$ cat src/rtl/y_rr_mux.sv
// y_rr_mux: registered NCH-channel valid/ready selector, fixed-select or round-robin.
// Define Y_RR_MUX_PARITY_EN to add the registered even-parity output out_par.
module y_rr_mux #(
    parameter int WIDTH = 32,
    parameter int NCH   = 4,
    parameter int SELW  = $clog2(NCH)
) (
    input  logic                 clk,
    input  logic                 rst_n,
    input  logic                 mode,
    input  logic [SELW-1:0]      sel,
    input  logic [NCH*WIDTH-1:0] in_data,
    input  logic [NCH-1:0]       in_valid,
    output logic [NCH-1:0]       in_ready,
    output logic [WIDTH-1:0]     out_data,
    output logic [SELW-1:0]      out_ch,
    output logic                 out_valid,
    input  logic                 out_ready
`ifdef Y_RR_MUX_PARITY_EN
    ,
    output logic                 out_par
`endif
);
    logic             load, gvalid, xfer, rr_found;
    logic [SELW-1:0]  gnt, rr_gnt, c;
    logic [SELW-1:0]  ptr_q, ptr_d, ch_q, ch_d;
    logic [WIDTH-1:0] data_q, data_d, gdata;
    logic             valid_q, valid_d;

    // Round-robin scan starts just after the last granted channel.
    always_comb begin
        rr_gnt   = ptr_q;
        rr_found = 1'b0;
        c        = '0;
        for (int k = 1; k <= NCH; k++) begin
            c = SELW'((int'(ptr_q) + k) % NCH);
            if (!rr_found && in_valid[c]) begin
                rr_gnt   = c;
                rr_found = 1'b1;
            end
        end
    end

    assign load     = !valid_q || out_ready;
    assign gnt      = mode ? rr_gnt : sel;
    assign gvalid   = mode ? |in_valid : (int'(sel) < NCH) && in_valid[sel];
    assign xfer     = load && gvalid;
    assign in_ready = xfer ? NCH'(1) << gnt : '0;
    assign gdata    = in_data[int'(gnt)*WIDTH +: WIDTH];

    always_comb begin
        valid_d = xfer ? 1'b1 : (out_ready ? 1'b0 : valid_q);
        data_d  = xfer ? gdata : data_q;
        ch_d    = xfer ? gnt : ch_q;
        ptr_d   = (xfer && mode) ? gnt : ptr_q;
    end

    always_ff @(posedge clk or negedge rst_n) begin
        if (!rst_n) begin
            valid_q <= 1'b0;
            data_q  <= '0;
            ch_q    <= '0;
            ptr_q   <= SELW'(NCH - 1);
        end else begin
            valid_q <= valid_d;
            data_q  <= data_d;
            ch_q    <= ch_d;
            ptr_q   <= ptr_d;
        end
    end

    assign out_data  = data_q;
    assign out_ch    = ch_q;
    assign out_valid = valid_q;

`ifdef Y_RR_MUX_PARITY_EN
    logic par_q, par_d;
    assign par_d = xfer ? ^gdata : par_q;
    always_ff @(posedge clk or negedge rst_n) begin
        if (!rst_n) par_q <= 1'b0;
        else        par_q <= par_d;
    end
    assign out_par = par_q;
`endif
endmodule

$ cat config.mk
export PLATFORM = sky130hd
export DESIGN_NAME = y_rr_mux
export DESIGN_NICKNAME = d
export VERILOG_FILES = /design/src/rtl/y_rr_mux.sv
export SDC_FILE = /design/constraint.sdc
export NUM_CORES = 1
export LEC_CHECK = 0
export ABC_AREA = 1
export CORE_MARGIN = 2
export CORE_UTILIZATION = 42
export DETAILED_ROUTE_END_ITERATION = 7
export MAX_ROUTING_LAYER = met4
export PLACE_DENSITY = 0.95
export SYNTH_ARGS = -nofsm -noshare
export SYNTH_HDL_FRONTEND = slang
export SYNTH_SLANG_ARGS = --single-unit
$ cat constraint.sdc
create_clock -name clk -period 5.2 [get_ports clk]
set_input_delay 1.04 -clock clk [delete_from_list [all_inputs] [get_ports clk]]
set_output_delay 1.04 -clock clk [all_outputs]
set_load 0.02 [all_outputs]
==> impl_metrics.env, run 1 <==
export IMPL_start_util=0.428
export IMPL_slowest_stage="clkdlybuf4s50_1"
export IMPL_fmax_mhz=216
export IMPL_synthFlopType="dfrtp_1"
export IMPL_r2r_setup_slack_ns=2.42
export IMPL_drive_above_1_share=0.0924
export IMPL_setup_tns_final_ns=0
export IMPL_hp_class="register to register"
export IMPL_max_slew_margin=0.180
export IMPL_ctsResizeCount=0
export IMPL_wl_per_cell_um=16.1
export IMPL_power_internal_w=0.00119
export IMPL_power_frac_seq=0.221
export IMPL_grt_max_degree=65
export IMPL_grt_setup_unrepaired="no"
export IMPL_synth_warnings=0
export IMPL_clock_latency_ns=0.29
export IMPL_synth_cell_types=24
export IMPL_drc_errors=0
export IMPL_synth_edf_count=0
export IMPL_drv_slew=0
export IMPL_path_class="input port to output pin"
export IMPL_hpwl_um=8200
export IMPL_worst_pin_slew_ns=1.23
export IMPL_vdd_ir_drop_max_v=0.000302
export IMPL_firstDrtPassIters=5
export IMPL_cts_hold_buf=0
export IMPL_cts_root_buffer="clkbuf_8"
export IMPL_ys_ff_latch=37
export IMPL_async_flop_share=1.00
export IMPL_cts_tree="yes"
export IMPL_placementRows=31
export IMPL_drt_antenna_violating_nets=0
export IMPL_io_buffers=176
export IMPL_power_switching_w=0.00122
export IMPL_syn2layout_area_growth_pct=57.9
export IMPL_num_fill_cells=598
export IMPL_period_share=0.890
export IMPL_antenna_found_initial=0
export IMPL_maxCapViolCount=0
export IMPL_cts_sinks=37
export IMPL_status="complete, no violations"
export IMPL_p_leak_nw=2.20
export IMPL_vias=4003
export IMPL_yosys_area_top_type="nand3_1"
export IMPL_powerDensity_mw_per_mm2=498
export IMPL_clkPwrFrac=0.084
export IMPL_synth_area_sq_mm=0.00307
export IMPL_synth_area_leaders="nand3_1 29%, dfrtp_1 29%, nand2_1 17%, nand3_2 7.8%, buf_6 2.2%"
export IMPL_crit_path_max_fanout=22
export IMPL_finalHoldViolCount=0
export IMPL_p_total_w=0.00241
export IMPL_cts_setup_buffers=0
export IMPL_place_congestion=0.922
export IMPL_core_area_sq_mm=0.00718
export IMPL_switching_share=0.506
export IMPL_critical_path_cell_chain="clkdlybuf4s50_1 -> nand2_1 -> nand2_1 -> nand2_1 -> nand2_2 -> nand2_2 -> nor2_1 -> nand2_1 -> nand3_1 -> nand2_2 -> nor3_1 -> clkdlybuf4s50_1"
export IMPL_synthTopCellsByCount="180 x nand3_1, 142 x nand2_1, 35 x dfrtp_1"
export IMPL_whs_ns=0.483
export IMPL_design_portCount=177
export IMPL_fin_worst_skew_ns=0.0122
export IMPL_grt_ovfl_total=0
export IMPL_crit_arrival_ns=3.59
export IMPL_cp_required_ns=4.16
export IMPL_finalSetupViolCount=0
export IMPL_grt_pass1_wl_um=16900
export IMPL_ys_seq_area_frac=0.303
export IMPL_die_h_um=89.5
export IMPL_drt_iter0_markers=277
export IMPL_fp_dieW_um=89.5
export IMPL_critPathMaxStageDelay_ns=0.65
export IMPL_clock_path_buffers=2
export IMPL_fin_crit_ns=4.63
export IMPL_synthesis_nets=602
export IMPL_cp_end_kind="output pin"
export IMPL_finalWirelength_um=11500
export IMPL_final_nets=755
export IMPL_cp_start_kind="input port"
export IMPL_htree_levels=2
export IMPL_cts_made_buffers=5
export IMPL_n_antenna_cell=0
export IMPL_grt_pass1_vias=3621
export IMPL_cp_common_cell="nand2_1"
export IMPL_vias_per_cell=5.59
export IMPL_grt_use_total=0.280
export IMPL_synth_most_common_cell="nand3_1"
export IMPL_yosys_area_top_type_share=0.294
export IMPL_clk_pin_slew_worst_paths_ns=0.06
export IMPL_postSynthCellCount=464
export IMPL_dieArea_sq_mm=0.00800
export IMPL_comb_power_share=0.694
export IMPL_syn_area_per_cell_sq_um=6.61
cell usage in the layout, fill, tap and decap left out, types with 2 or more instances in the layout:
cell type	instances
inv_2	4
dfrtp_1	35
buf_4	7
clkbuf_8	6
clkdlybuf4s50_1	175
nand2_2	10
nand3_2	24
dfstp_2	2
a21oi_1	5
nor2_1	9
inv_1	9
nand2_1	142
nand3_1	180
path summary, 6_finish.rpt:
path | start | endpoint | depth (start not counted)
min in group asynchronous | rst_n | out_data[0] | 1
min | out_data[11] | out_data[11] | 2
max reg2reg | ptr_q[0] | out_data[31] | 13
max | in_valid[0] | in_ready[0] | 12
min reg2reg | out_data[11] | out_data[11] | 2
max in group asynchronous | rst_n | out_data[17] | 1
power by group through the flow:
stage	clock, W	sequential, W	combinational (W)
after detailed placement	0	0.000534	0.00165
final	0.000203	0.000533	0.00167
after global placement	0	0.000528	0.00160
after floorplan	0	0.000684	0.000945
after CTS	0.000208	0.000531	0.00166
after global routing	0.000221	0.000547	0.00181
layer usage:
layer  up-vias  share of wire  wire [um]  GRT usage
li1       1871              -          -          -
met1      1875           0.39       4470      0.322
met2       232           0.50       5780      0.497
met3        25          0.094       1080     0.0452
met4         0          0.017        193     0.0923
met5         -              0          0          -
flip-flops by register name, indices dropped and copies added, names as in the netlist:
signal,cells
out_ch,2
out_data,32
out_valid,1
ptr_q,2
metrics by stage:
stage,cells,setup slack (ns),util,area [sq um]
4_1_cts,716,0.641,0.675,4840
2_1_floorplan,464,1.76,-,3070
5_1_grt,716,0.364,0.675,4840
6_report,716,0.573,0.675,4840
3_5_place_dp,709,0.650,0.662,4750
3_3_place_gp,709,0.746,0.662,4750
final cells by class:
class,instances,area (sq um),share of cell area
timing repair buffer,183,1810,0.374
clock inverter,1,7.51,0.00155
clock buffer,6,82.6,0.0170
inverter,13,48.8,0.0101
tap,99,124,0.0256
multi-input combinational,377,1840,0.381
sequential,37,928,0.192
critical path, delay by kind of cell:
kind                   cells  cell delay (ns)
AND/OR/NAND/NOR           10             1.35
buffers and inverters      2             1.19
cell families (layout without fill, tap and decap cells):
logic type	after synthesis	count (layout)	synth area share
compound gates	8	8	0.0143
flops	37	37	0.303
buf+inv	50	203	0.0967
simple gates	369	369	0.586
(Power assumes the default switching activity.)
==> inputs of run 2 (changes only) <==
- CORE_UTILIZATION: 42 -> 60
- DONT_BUFFER_PORTS: unset -> 1
- PLACE_DENSITY: 0.95 -> 0.87
==> impl_metrics.env, run 2 (synthesis results as in run 1) <==
export IMPL_critPathMaxStageDelay_ns=0.68
export IMPL_place_congestion=1.02
export IMPL_final_cell_mix="180 x nand3_1, 142 x nand2_1, 35 x dfrtp_1"
export IMPL_cts_setup_buffers=0
export IMPL_firstDrtPassIters=5
export IMPL_critical_path_cell_chain="inv_2 -> nand2_1 -> nand2_2 -> nand2_2 -> nand2_4 -> inv_2 -> nand2_1 -> nand2_1 -> nand3_2 -> nand2_2 -> inv_1 -> nand2_1 -> nor2_1 -> buf_4"
export IMPL_cts_tree="yes"
export IMPL_dieArea_sq_mm=0.00570
export IMPL_path_class="register to output pin"
export IMPL_crit_path_max_fanout=34
export IMPL_placementRows=26
export IMPL_cp_start_kind="register"
export IMPL_crit_arrival_ns=2.81
export IMPL_drc_errors=0
export IMPL_grt_pass1_wl_um=12500
export IMPL_cp_required_ns=4.16
export IMPL_clk_pin_slew_worst_paths_ns=0.07
export IMPL_largest_reg_flops=32
export IMPL_cts_made_buffers=5
export IMPL_grt_pass1_vias=2629
export IMPL_clock_path_buffers=2
export IMPL_grt_setup_unrepaired="no"
export IMPL_cts_hold_buf=0
export IMPL_cp_common_cell="nand2_1"
export IMPL_maxCapViolCount=0
export IMPL_ctsResizeCount=0
export IMPL_hpwl_um=5890
export IMPL_die_h_um=75.5
export IMPL_antenna_found_initial=0
export IMPL_start_util=0.612
export IMPL_status="complete, no violations"
export IMPL_cts_sinks=37
export IMPL_setup_tns_final_ns=0
export IMPL_max_slew_margin=0.186
export IMPL_vdd_ir_drop_max_v=0.000317
export IMPL_powerDensity_mw_per_mm2=641
export IMPL_cts_root_buffer="clkbuf_8"
export IMPL_n_antenna_cell=0
export IMPL_worst_pin_slew_ns=1.22
export IMPL_cp_num_buf_inv=4
export IMPL_vias_per_cell=6.28
export IMPL_clock_latency_ns=0.28
export IMPL_finalSetupViolCount=0
export IMPL_drv_slew=0
export IMPL_io_buffers=0
export IMPL_core_area_sq_mm=0.00501
export IMPL_vias=3229
export IMPL_final_nets=581
export IMPL_finalHoldViolCount=0
export IMPL_grt_use_total=0.291
export IMPL_drt_iter0_markers=304
export IMPL_cp_end_kind="output pin"
export IMPL_design_portCount=177
export IMPL_fmax_mhz=259
export IMPL_fp_dieW_um=75.5
export IMPL_drt_antenna_violating_nets=0
export IMPL_slowest_stage="dfstp_2"
export IMPL_period_share=0.741
export IMPL_placedCellCount=506
export IMPL_syn2layout_area_growth_pct=-0.204
export IMPL_whs_ns=0.447
export IMPL_fin_crit_ns=3.85
export IMPL_final_common_cell="nand3_1"
export IMPL_grt_ovfl_total=0
export IMPL_p_leak_nw=1.52
export IMPL_htree_levels=2
export IMPL_grt_max_degree=65
export IMPL_drive_above_1_share=0.133
export IMPL_fin_worst_skew_ns=0.00803
export IMPL_num_fill_cells=504
export IMPL_layoutNonFillerInstCount=514
export IMPL_crit_family="simple AND/OR/NAND/NOR gates"
export IMPL_hp_class="input port to async pin"
export IMPL_finalWirelength_um=8560
export IMPL_wl_per_cell_um=16.7
## run 2: stage by stage
stage / area (sq um) / power, W / util / setup WS, ns
after floorplan: 3070 / 0.00163 / - / 1.76
after global placement: 2980 / 0.00171 / 0.594 / 1.47
after detailed placement: 2980 / 0.00176 / 0.594 / 1.38
after CTS: 3060 / 0.00196 / 0.611 / 1.37
after global routing: 3060 / 0.00213 / 0.611 / 1.17
final: 3060 / 0.00196 / 0.611 / 1.35
## run 2: final cells by class
class,count,area [sq um],area share
inverter,13,48.8,0.0159
clock inverter,3,17.5,0.00572
tap,70,87.6,0.0286
timing repair buffer,9,67.6,0.0221
multi-input combinational,377,1840,0.602
sequential,37,928,0.303
clock buffer,5,68.8,0.0225
## run 2: routing by layer
metal / track usage / wire (um) / vias to the layer above
met5: - / 0 / -
met4: 0.0702 / 133 / 0
met3: 0.0648 / 841 / 22
met2: 0.484 / 4240 / 219
met1: 0.362 / 3350 / 1467
li1: - / - / 1521
## run 2: where the power goes
part           internal [W]  switching (W)  leakage (nW)
Sequential         0.000434       0.000303         0.441
Combinational      0.000328       0.000707          1.04
Clock             0.0000924      0.0000974        0.0439
## run 2: final timing paths
kind                         startpoint            to  slack, ns  cells after the start
max                            ptr_q[0]   in_ready[3]       1.35                     14
min                               rst_n  out_data[21]       0.45                      0
max reg2reg                    ptr_q[0]  out_data[18]       2.53                     13
min reg2reg                out_data[13]  out_data[13]       0.63                      2
max in group asynchronous         rst_n      ptr_q[0]       4.57                      0
min in group clk           out_data[13]  out_data[13]       0.63                      2
## run 2: worst register-to-register path, stage by stage, from the launching register on
cell	delay [ns]
dfstp_2	0.68
inv_2	0.14
nand2_1	0.10
nand2_2	0.08
nand2_2	0.12
nand2_4	0.08
inv_2	0.08
nand3_2	0.09
nand2_1	0.09
nand3_2	0.55
nand3_1	0.27
nand3_1	0.11
nand3_1	0.11
nand2_1	0.06
